File: src/rtl/encoder_8_3_rr.sv
// Registered 8-to-3 encoder with round-robin or fixed priority over a valid/ready handshake.
// One selection register stage; out_onehot and any_req are decoded combinationally.
module encoder_8_3_rr #(
    parameter bit ROUND_ROBIN = 1'b1
) (
    input  logic       clk,
    input  logic       rst_n,
    input  logic [7:0] req,
    input  logic       out_ready,
    output logic       out_valid,
    output logic [2:0] out_idx,
    output logic [7:0] out_onehot,
    output logic       any_req
);

    logic [2:0] ptr;
    logic [2:0] start;
    logic [3:0] pick;
    logic       accept;
    logic       load;

    // Scan r from position s upward, wrapping 7->0. Result is {found, index}.
    // Descending loop so the candidate nearest to s is written last and wins.
    function automatic logic [3:0] first_from(input logic [7:0] r, input logic [2:0] s);
        logic [2:0] cand;
        logic [3:0] res;
        res = 4'b0;
        for (int i = 7; i >= 0; i--) begin
            cand = s + 3'(i);
            if (r[cand]) res = {1'b1, cand};
        end
        return res;
    endfunction

    assign accept = out_valid & out_ready;
    assign load   = ~out_valid | accept;

    // Search resumes just past an index accepted this cycle so a new grant loads with no bubble.
    always_comb begin
        start = 3'd0;
        if (ROUND_ROBIN) start = accept ? (out_idx + 3'd1) : ptr;
    end

    assign pick = first_from(req, start);

    // Selection register stage
    always_ff @(posedge clk or negedge rst_n) begin
        if (!rst_n) begin
            out_valid <= 1'b0;
            out_idx   <= 3'd0;
            ptr       <= 3'd0;
        end else begin
            if (load) begin
                out_valid <= pick[3];
                if (pick[3]) out_idx <= pick[2:0];
            end
            if (accept) ptr <= out_idx + 3'd1;
        end
    end

    assign out_onehot = out_valid ? (8'b1 << out_idx) : 8'b0;
    assign any_req    = |req;

endmodule

File: config.mk
export PLATFORM = sky130hd
export DESIGN_NAME = encoder_8_3_rr
export DESIGN_NICKNAME = d
export VERILOG_FILES = /design/src/rtl/encoder_8_3_rr.sv
export SDC_FILE = /design/constraint.sdc
export NUM_CORES = 1
export LEC_CHECK = 0
export ABC_CLOCK_PERIOD_IN_PS = 3300
export CAP_MARGIN = 40
export CORE_MARGIN = 2
export CORE_UTILIZATION = 50
export CTS_CLUSTER_SIZE = 40
export DETAILED_ROUTE_END_ITERATION = 8
export PLACE_DENSITY = 0.87
export SLEW_MARGIN = 10
export SYNTH_ARGS = -nofsm -noshare
export SYNTH_HDL_FRONTEND = slang
export SYNTH_SLANG_ARGS = --single-unit
File: constraint.sdc
create_clock -name clk -period 3.3 [get_ports clk]
set_input_delay 0.66 -clock clk [delete_from_list [all_inputs] [get_ports clk]]
set_output_delay 0.66 -clock clk [all_outputs]
set_load 0.01 [all_outputs]
[Yosys cells after proc, flatten, opt, wreduce, memory -nomap -nowiden]
Cells that the tools add are included.
Operators by class
  add/subtract/negate cells: 8
  order comparisons: 8
  shift operators: 1
  mux-type cells: 26
  bitwise operators: 3
  reduce and logical (&&, ||, !) cells: 2
Operators with widths (number)
  $lt 3x4->1 const B: 8
  $mux 4: 8
  $bmux 1 s3: 8
  $add 3x3->3 const B: 4
  $mux 1: 8
  $mux 8: 1
  $reduce_or 8->1: 1
  $shl 1x3->8 const A: 1
  $add 3x1->3 const B: 2
  $add 3x2->3 const B: 2
  $mux 3: 1
  $reduce_and 2->1: 1
  $and 1x1->1: 1
  $not 1->1: 1
  $or 1x1->1: 1
Word-level totals
  bits in registers: 7
  output and inout bits: 13
  logic and storage cells: 51

[Longest topological paths before layout]
Gate-level depths: netlist (run 1).
  depth in word-level cells: 14
  depth in mapped cells: 14

[Worst setup path after synthesis (run 1)]
No wires, ideal clock.
  path kind: register to register
  start: register out_idx[0]
  end: register out_idx[1]
  arrival time: 3363 ps
  slack: -183 ps
  stages on the path, launching flop included: 15
  path buffers: 2
  cells stage by stage: dfrtp_1 > inv_1 > ha_1 > and3_1 > a21oi_2 > clkbuf_1 > inv_1 > ha_1 > xnor2_4 > mux4_1 > nand4b_1 > and2_1 > buf_4 > nor2_1 > a31o_1
Between the ends
  word-level cells in the longest chain between the ends: 14
  elaborated cells on any way between the ends: 34
  those cells by class: add/sub: 8; mux: 25; reduce/logical: 1
Ends and longest elaborated chain
  start: declaration: RTL line 11  | output logic [2:0] out_idx,
  start signal: assignment: RTL line 55  | if (pick[3]) out_idx <= pick[2:0];
  $add 3x1->3 (*): RTL line 41  | if (ROUND_ROBIN) start = accept ? (out_idx + 3'd1) : ptr;
  $mux 3 (*)
  $add 3x3->3: RTL line 29  | cand = s + 3'(i);
  $bmux 1 s3: RTL line 30  | if (r[cand]) res = {1'b1, cand};
  $mux 1 (implied by the code): RTL line 30
  $mux 4 (7 in a row): RTL line 30
  $mux 4 (*): RTL line 30
  $reduce_and 2->1 (no line)
Mark *: on every way between the ends. The rest lies on a longest branch, timed or not. The select of a mux whose other input is x is not followed.
A chain may end at the register's enable or synchronous reset.

[Worst setup path in the final report (run 1)]
  start: input port out_ready
  end: register out_idx[1]
Between the ends
  word-level cells in the longest chain between the ends: 14
  elaborated cells on any way between the ends: 35
  those cells by class: add/sub: 7; mux: 25; bitwise: 2; reduce/logical: 1
Ends and longest elaborated chain
  start: declaration: RTL line 9  | input logic out_ready,
  $and 1x1->1 (*): RTL line 35  | assign accept = out_valid & out_ready;
  $mux 3
  $add 3x3->3: RTL line 29
  $bmux 1 s3: RTL line 30
  $mux 1 (implied by the code): RTL line 30
  $mux 4 (8 in a row): RTL line 30
  $reduce_and 2->1 (no line)
Marks and branches as above.

==> results.rst, run 1 <==
.. list-table::
   :header-rows: 1

   * - Metric
     - Value
   * - First-pass detailed-route iteration total
     - 4
   * - Required time of the critical path
     - 3450 ps
   * - Total overflow reported by the global router
     - 0
   * - Number of distinct standard cells referenced by the synthesized netlist
     - 60
   * - Global Route met3 Usage
     - roughly 3.0%
   * - Post-route DRC violation count
     - 0
   * - Total Die Area
     - ~0.0037 mm²
   * - Routing usage on met2
     - roughly half
   * - Count of yosys warnings during synthesis
     - 0
   * - Cell area reported after detailed placement
     - around 0.0020 mm²
   * - H-tree Lvls
     - 1
   * - Type of the most critical hold path
     - input pin to async pin
   * - Synthesized instance count
     - ~200
   * - Post-synthesis async set-or-reset flop share
     - 100%
   * - Number of post-CTS setup repair buffers
     - 0
   * - Floorplan row count
     - 20
   * - Clock group share of total power
     - under 10%
   * - Antenna cells
     - 0
   * - Peak VDD IR
     - around 0.48 mV
   * - Clk_lat worst skew
     - 270 ps
   * - Core area
     - 0.00305 mm²
   * - Worst path depth
     - 12
   * - Delay-heaviest family, CP
     - buffers and inverters
   * - Number of standard cells in the final layout excluding fillers
     - around 280
   * - Switching power
     - around 0.0012 W
   * - Hpwl dp
     - about 3800 µm
   * - Proportion of synthesized chip area in sequential cells
     - 11.0%
   * - Nature of the critical path endpoint
     - flip-flop
   * - Cell at the slowest stage of the critical path
     - sky130_fd_sc_hd__mux4_1
   * - Number of global-route vias before repair
     - about 1700
   * - Post-route cell area
     - 0.00201 mm²
   * - Mean routed wirelength per cell
     - ~17 µm
   * - Maximum number of pins on one net before global-route repair
     - 19
   * - Most frequently used flop master after synthesis
     - sky130_fd_sc_hd__dfrtp_1
   * - Overall power after layout
     - 0.00237 W
   * - Iteration-0 DRC count of the detailed router
     - 118
   * - Final Max Tran Viols
     - 0
   * - Worst slack after detailed placement
     - -132 ps
   * - Number of nets in the layout
     - 253
   * - Clk sink count
     - 7
   * - Period utilisation layout
     - between 90 and 100%
   * - Hold Violations, Final
     - 0
   * - Critical-path maximum fanout
     - 6
   * - CTS tree
     - yes
   * - Switching Share
     - slightly above 50%
   * - WL final
     - between 4000 and 5000 µm
   * - Worst Max-Slew Pin Slew
     - 500 ps
   * - Number of buffers added on ports
     - 23
   * - Areal power density over the cells
     - ~1200 mW/mm²
   * - Wire length of the first global-routing pass
     - 7620 µm
   * - Area added between synthesis and finish
     - 25.6%
   * - Count of nets left with antenna violations after detail routing
     - 0
   * - Setup repair after global routing missed its margin
     - no
   * - Commonest non-fill, non-tap cells in the layout
     - 23 x sky130_fd_sc_hd__clkdlybuf4s50_1, 20 x sky130_fd_sc_hd__buf_4, 15 x sky130_fd_sc_hd__nor2_1
   * - MaxCap Viol Count
     - 0
   * - Sort of element at the start of the critical path
     - input pin
   * - Combinational group share of total power
     - 89.4%
   * - Placed Cells incl. Taps
     - around 270
   * - Startpoint-to-endpoint class of the critical path
     - input pin to flip-flop
   * - Root Buffer
     - sky130_fd_sc_hd__clkbuf_4
   * - Count of flip-flops with a built-in enable after synthesis
     - 0
   * - Sum of buffers and inverters on the critical path
     - 3
   * - GRT Util Overall
     - 28.2%
   * - Syn_nets
     - about 210
   * - Total vias in the final route
     - 1768
   * - Max-slew headroom at the worst pin
     - approximately 66%
   * - Clock transition at the registers of the reported paths
     - roughly 60 ps
   * - Worst stage delay on the critical path
     - between 600 and 700 ps
   * - Cell-by-cell trace of the critical path
     - clkdlybuf4s50_1 > buf_4 > and3_1 > a21oi_2 > inv_1 > ha_1 > xnor2_4 > mux4_1 > nand4b_1 > and2_2 > nor2_1 > a31o_1
   * - Yosys reg bits
     - 7
   * - Global-route track usage on met1
     - 33.8%
   * - Most frequent standard cell in the layout excluding fill and tap cells
     - sky130_fd_sc_hd__clkdlybuf4s50_1
   * - Depth of the worst register-to-register path
     - 12
   * - Final number of setup-violating endpoints
     - 0
   * - Die Height
     - 60.5 µm
   * - Antenna violations before repair
     - 0
   * - Final-layout fill cell count
     - approximately 280
   * - Internal
     - 0.00116 W
   * - Arrival time worst endpoint
     - about 3300 ps
   * - Leak Pwr
     - roughly 0.82 nW
   * - Initial cell density of the core
     - a little over half
   * - Buffer depth of the longest clock path
     - 2
   * - I/O pin cnt
     - 24
   * - Vias per cell
     - about 6.4
   * - Post-route worst setup slack
     - 164 ps
   * - # hold bufs at CTS
     - 0
   * - Weighted congestion reported at the end of routability-driven placement
     - roughly 0.95
   * - Portion of total power attributed to sequential cells
     - under 10%
   * - Mean instance size in the synthesized netlist
     - 8.15 µm²
   * - Total CTS buffers
     - 3
   * - Fin crit period
     - between 3000 and 4000 ps
   * - Outcome
     - finished, final reports clean
   * - Global-route layer with the greatest usage
     - met2
   * - Share of post-route cells with drive strength above 1
     - between 20% and 30%
   * - Upper clock frequency limit
     - approximately 320 MHz
   * - Die width
     - 60.5 µm
   * - Final clock skew
     - between 10 and 15 ps
   * - Number of resized instances in the post-cts repair step
     - 0
   * - Total standard cell area after synthesis
     - approximately 0.0016 mm²
[final timing paths]
| check | startpoint | end | slack [ps] |
|---|---|---|---|
| min in group clk | out_idx[2] | out_idx[2] | 730 |
| worst min register to register | out_idx[2] | out_idx[2] | 730 |
| max in group asynchronous | rst_n | out_idx[0] | 2370 |
| worst max-delay path | out_ready | out_idx[1] | 160 |
| worst max register to register | out_idx[1] | out_idx[1] | 240 |
| worst min-delay path | rst_n | ptr[0] | 650 |
[flip-flops by register name, summed over array words and instances, names as in the netlist]
| register | cells |
|---|---|
| ptr | 3 |
| out_valid | 1 |
| out_idx | 3 |
[through the flow]
stage	util (%)	setup TNS [ps]	hold slack (ps)
after detailed placement	64.8	-333	652
after global placement	64.8	-64.0	651
final	65.7	0	654
after floorplan	-	0	364
after CTS	65.7	0	664
after global routing	65.7	0	683
[power groups by stage]
stage                clock, W  sequential, W  combinational, W
floorplan                   0       0.000178           0.00149
global placement            0       0.000164           0.00203
detailed placement          0       0.000166           0.00208
CTS                 0.0000816       0.000166           0.00209
global route        0.0000839       0.000174           0.00228
finish              0.0000826       0.000168           0.00212
[synthesized netlist by cell type (3+ instances only)]
cell type / instances / area share, %
sky130_fd_sc_hd__a211oi_1: 3 / 1.4
sky130_fd_sc_hd__and2_1: 12 / 4.7
sky130_fd_sc_hd__a21o_1: 4 / 1.9
sky130_fd_sc_hd__nor3_1: 5 / 1.6
sky130_fd_sc_hd__nand2_1: 14 / 3.3
sky130_fd_sc_hd__and3_1: 5 / 2.0
sky130_fd_sc_hd__o211ai_1: 7 / 3.3
sky130_fd_sc_hd__a31oi_1: 3 / 1.2
sky130_fd_sc_hd__o21ai_0: 3 / 0.94
sky130_fd_sc_hd__nand4_1: 4 / 1.6
sky130_fd_sc_hd__mux4_2: 4 / 5.6
sky130_fd_sc_hd__nor2_1: 15 / 3.5
sky130_fd_sc_hd__inv_1: 7 / 1.6
sky130_fd_sc_hd__a221oi_1: 3 / 1.6
sky130_fd_sc_hd__ha_1: 7 / 5.5
sky130_fd_sc_hd__a211o_1: 4 / 2.2
sky130_fd_sc_hd__clkbuf_1: 3 / 0.70
sky130_fd_sc_hd__mux2_2: 4 / 2.8
sky130_fd_sc_hd__o21ai_1: 7 / 2.2
sky130_fd_sc_hd__a21oi_2: 3 / 1.6
sky130_fd_sc_hd__a21oi_1: 8 / 2.5
sky130_fd_sc_hd__nand3_1: 10 / 3.1
sky130_fd_sc_hd__dfrtp_1: 7 / 11
sky130_fd_sc_hd__o21a_1: 3 / 1.4
sky130_fd_sc_hd__nor4_1: 4 / 1.6
[per-layer routing]
metal / vias to the layer above / routed length, µm
met5: - / 0
met4: 0 / 170
met3: 19 / 389
met2: 93 / 2330
met1: 818 / 1770
li1: 838 / -
[cell families after synthesis]
logic type      synth area share (%)
flops                           11.0
mux                             17.8
buf+inv                         5.72
simple gates                    29.2
xor+xnor                        2.82
compound gates                  28.0
fa+ha+maj                       5.48
[cell type report]
type	instances	area, µm²	area share [%]
Tap cell	44	55.1	2.74
Inverter	9	36.3	1.81
Clock buffer	4	26.3	1.31
Timing Repair Buffer	43	380	19.0
Multi-Input combinational cell	171	1330	66.4
Sequential cell	7	176	8.79
(Power assumes the default switching activity.)
==> run 2, diff against run 1 <==
- CORE_UTILIZATION: 50 -> 42
- CTS_CLUSTER_SIZE: 40 -> default
- PLACE_DENSITY: 0.87 -> 0.76
==> results.rst, run 2 (synthesized netlist as in run 1, its figures left out) <==
.. list-table::
   :header-rows: 1

   * - Metric
     - Value
   * - Hpwl dp
     - ~3800 µm
   * - I/O pin cnt
     - 24
   * - Hold Violations, Final
     - 0
   * - Internal
     - ~0.0012 W
   * - Number of nets in the layout
     - 258
   * - Switching power
     - roughly 0.0012 W
   * - Critical path launch point
     - out_idx[1]
   * - Period utilisation layout
     - 92.8%
   * - Depth of the worst register-to-register path
     - 12
   * - Initial cell density of the core
     - a little over two fifths
   * - Buffer depth of the longest clock path
     - 2
   * - MaxCap Viol Count
     - 0
   * - Cell area reported after detailed placement
     - approximately 0.0020 mm²
   * - Mean routed wirelength per cell
     - between 15 and 20 µm
   * - Total overflow reported by the global router
     - 0
   * - Antenna violations before repair
     - 0
   * - Peak VDD IR
     - 0.445 mV
   * - Fin crit period
     - around 3000 ps
   * - Leak Pwr
     - 0.863 nW
   * - Antenna cells
     - 0
   * - Root Buffer
     - sky130_fd_sc_hd__clkbuf_8
   * - Final number of setup-violating endpoints
     - 0
   * - Overall power after layout
     - 0.00245 W
   * - Iteration-0 DRC count of the detailed router
     - ~120
   * - Combinational group share of total power
     - between 80% and 90%
   * - Max-slew headroom at the worst pin
     - 62.7%
   * - Final Core Density
     - ~57%
   * - Clk sink count
     - 7
   * - Area added between synthesis and finish
     - 29.5%
   * - Post-route DRC violation count
     - 0
   * - Most frequent standard cell in the layout excluding fill and tap cells
     - sky130_fd_sc_hd__buf_4
   * - Arrival time worst endpoint
     - between 3000 and 4000 ps
   * - CTS tree
     - yes
   * - Sort of element at the start of the critical path
     - flip-flop
   * - Required time of the critical path
     - 3410 ps
   * - Clk_lat worst skew
     - between 200 and 250 ps
   * - Switching Share
     - a little under 50%
   * - Upper clock frequency limit
     - approximately 330 MHz
   * - Count of nets left with antenna violations after detail routing
     - 0
   * - Core area
     - between 0.003 and 0.004 mm²
   * - Clock transition at the registers of the reported paths
     - approximately 40 ps
   * - Clock group share of total power
     - under 10%
   * - Areal power density over the cells
     - approximately 1200 mW/mm²
   * - Type of the most critical hold path
     - input pin to async pin
   * - WL final
     - 4520 µm
   * - H-tree Lvls
     - 1
   * - Total Die Area
     - approximately 0.0043 mm²
   * - Final-layout fill cell count
     - between 300 and 400
   * - Critical-path maximum fanout
     - 5
   * - Startpoint-to-endpoint class of the critical path
     - flip-flop to flip-flop
   * - GRT Util Overall
     - around 22%
   * - Share of post-route cells with drive strength above 1
     - roughly a quarter
   * - Number of buffers added on ports
     - 23
   * - Worst Max-Slew Pin Slew
     - 555 ps
   * - Die Height
     - 65.7 µm
   * - Post-route cell area
     - roughly 0.0021 mm²
   * - Final clock skew
     - between 4 and 5 ps
   * - Area used by sequential logic in the layout
     - between 150 and 200 µm²
   * - Wire length of the first global-routing pass
     - roughly 7500 µm
   * - Biggest registers after layout
     - out_idx (3), ptr (3), out_valid (1)
   * - Area of the multi-input gates
     - 0.00133 mm²
   * - Worst setup path endpoint
     - out_idx[1]
   * - Number of standard cells in the final layout excluding fillers
     - between 200 and 300
   * - Nature of the critical path endpoint
     - flip-flop
   * - Maximum number of pins on one net before global-route repair
     - 19
   * - Setup repair after global routing missed its margin
     - no
   * - Placed Cells incl. Taps
     - 283
   * - Vias per cell
     - approximately 6.1
   * - Total vias in the final route
     - 1745
   * - Number of global-route vias before repair
     - approximately 1600
   * - Commonest non-fill, non-tap cells in the layout
     - 25 x sky130_fd_sc_hd__buf_4, 22 x sky130_fd_sc_hd__clkdlybuf4s50_1, 15 x sky130_fd_sc_hd__nor2_1
   * - Reg-to-reg setup timing slack
     - about 240 ps
   * - Outcome
     - finished, final reports clean
   * - Floorplan row count
     - 22
   * - Portion of total power attributed to sequential cells
     - 6.8%
   * - Endpoint of the most critical register-to-register path
     - out_idx[1]
   * - Total CTS buffers
     - 3
   * - Reg2reg start
     - out_idx[1]
   * - Weighted congestion reported at the end of routability-driven placement
     - 0.948
   * - First-pass detailed-route iteration total
     - 5
   * - Die width
     - between 60 and 70 µm
   * - Final Max Tran Viols
     - 0
[run 2: cell count changes in the layout (fill, tap and decap cells not counted), sizes merged]
cell	delta
dlymetal6s2s	+1
buf	+5
clkdlybuf4s50	-1
[run 2: layer usage]
| metal | part of all wire (%) | GRT usage [%] |
|---|---|---|
| met3 | 6.3 | 1.03 |
| met4 | 1.9 | 9.11 |
| met2 | 51 | 40.3 |
| met1 | 41 | 26.7 |
| met5 | 0 | 0 |
[run 2: through the flow]
step	hold WS [ps]	setup slack (ps)	setup TNS [ps]
after global routing	719	27.3	0
final	686	239	0
after floorplan	364	23.2	0
after CTS	690	44.7	0
after global placement	643	-91.7	-229
after detailed placement	678	-184	-498
[run 2: worst min-delay path by stage]
stage,slack [ps],cells after the start,startpoint,end
3_5_place_dp,680,2,out_idx[2],out_idx[2]
2_1_floorplan,360,0,rst_n,out_idx[0]
4_1_cts,690,1,rst_n,out_valid
3_3_place_gp,640,2,out_idx[2],out_idx[2]
6_report,690,1,rst_n,out_valid
5_1_grt,720,1,rst_n,out_valid
[run 2: power by group through the flow]
| stage | Combinational, W | Sequential (W) | Clock [W] |
|---|---|---|---|
| CTS | 0.00213 | 0.000166 | 0.000120 |
| global placement | 0.00209 | 0.000165 | 0 |
| floorplan | 0.00149 | 0.000178 | 0 |
| global route | 0.00234 | 0.000173 | 0.000126 |
| finish | 0.00216 | 0.000167 | 0.000121 |
| detailed placement | 0.00213 | 0.000167 | 0 |
[run 2: area by class of cell]
cell class / count / share of cell area (%)
clock buffers: 4 / 2.18
inverters: 9 / 1.75
multi-input cells: 171 / 64.3
flip-flops and latches: 7 / 8.52
well taps: 48 / 2.90
repair buffers: 48 / 20.3
[run 2: critical path, cell delays in order, from the launching register on]
cell                       delay, ps
sky130_fd_sc_hd__dfrtp_1         380
sky130_fd_sc_hd__inv_1            90
sky130_fd_sc_hd__ha_1            340
sky130_fd_sc_hd__and3_1          210
sky130_fd_sc_hd__a21oi_2         150
sky130_fd_sc_hd__inv_1            70
sky130_fd_sc_hd__ha_1            250
sky130_fd_sc_hd__xnor2_4         250
sky130_fd_sc_hd__mux4_1          610
sky130_fd_sc_hd__nand4b_1        130
sky130_fd_sc_hd__and2_1          220
sky130_fd_sc_hd__nor2_1           60
sky130_fd_sc_hd__a31o_1          180
[run 2: timing repair]
item | CTS | global route
buffers inserted | 0 | 0
endpoints found under the setup margin | 0 | 3
resized for setup | 0 | 1
endpoints found under the hold margin | 0 | 0
hold buffers | 0 | 0
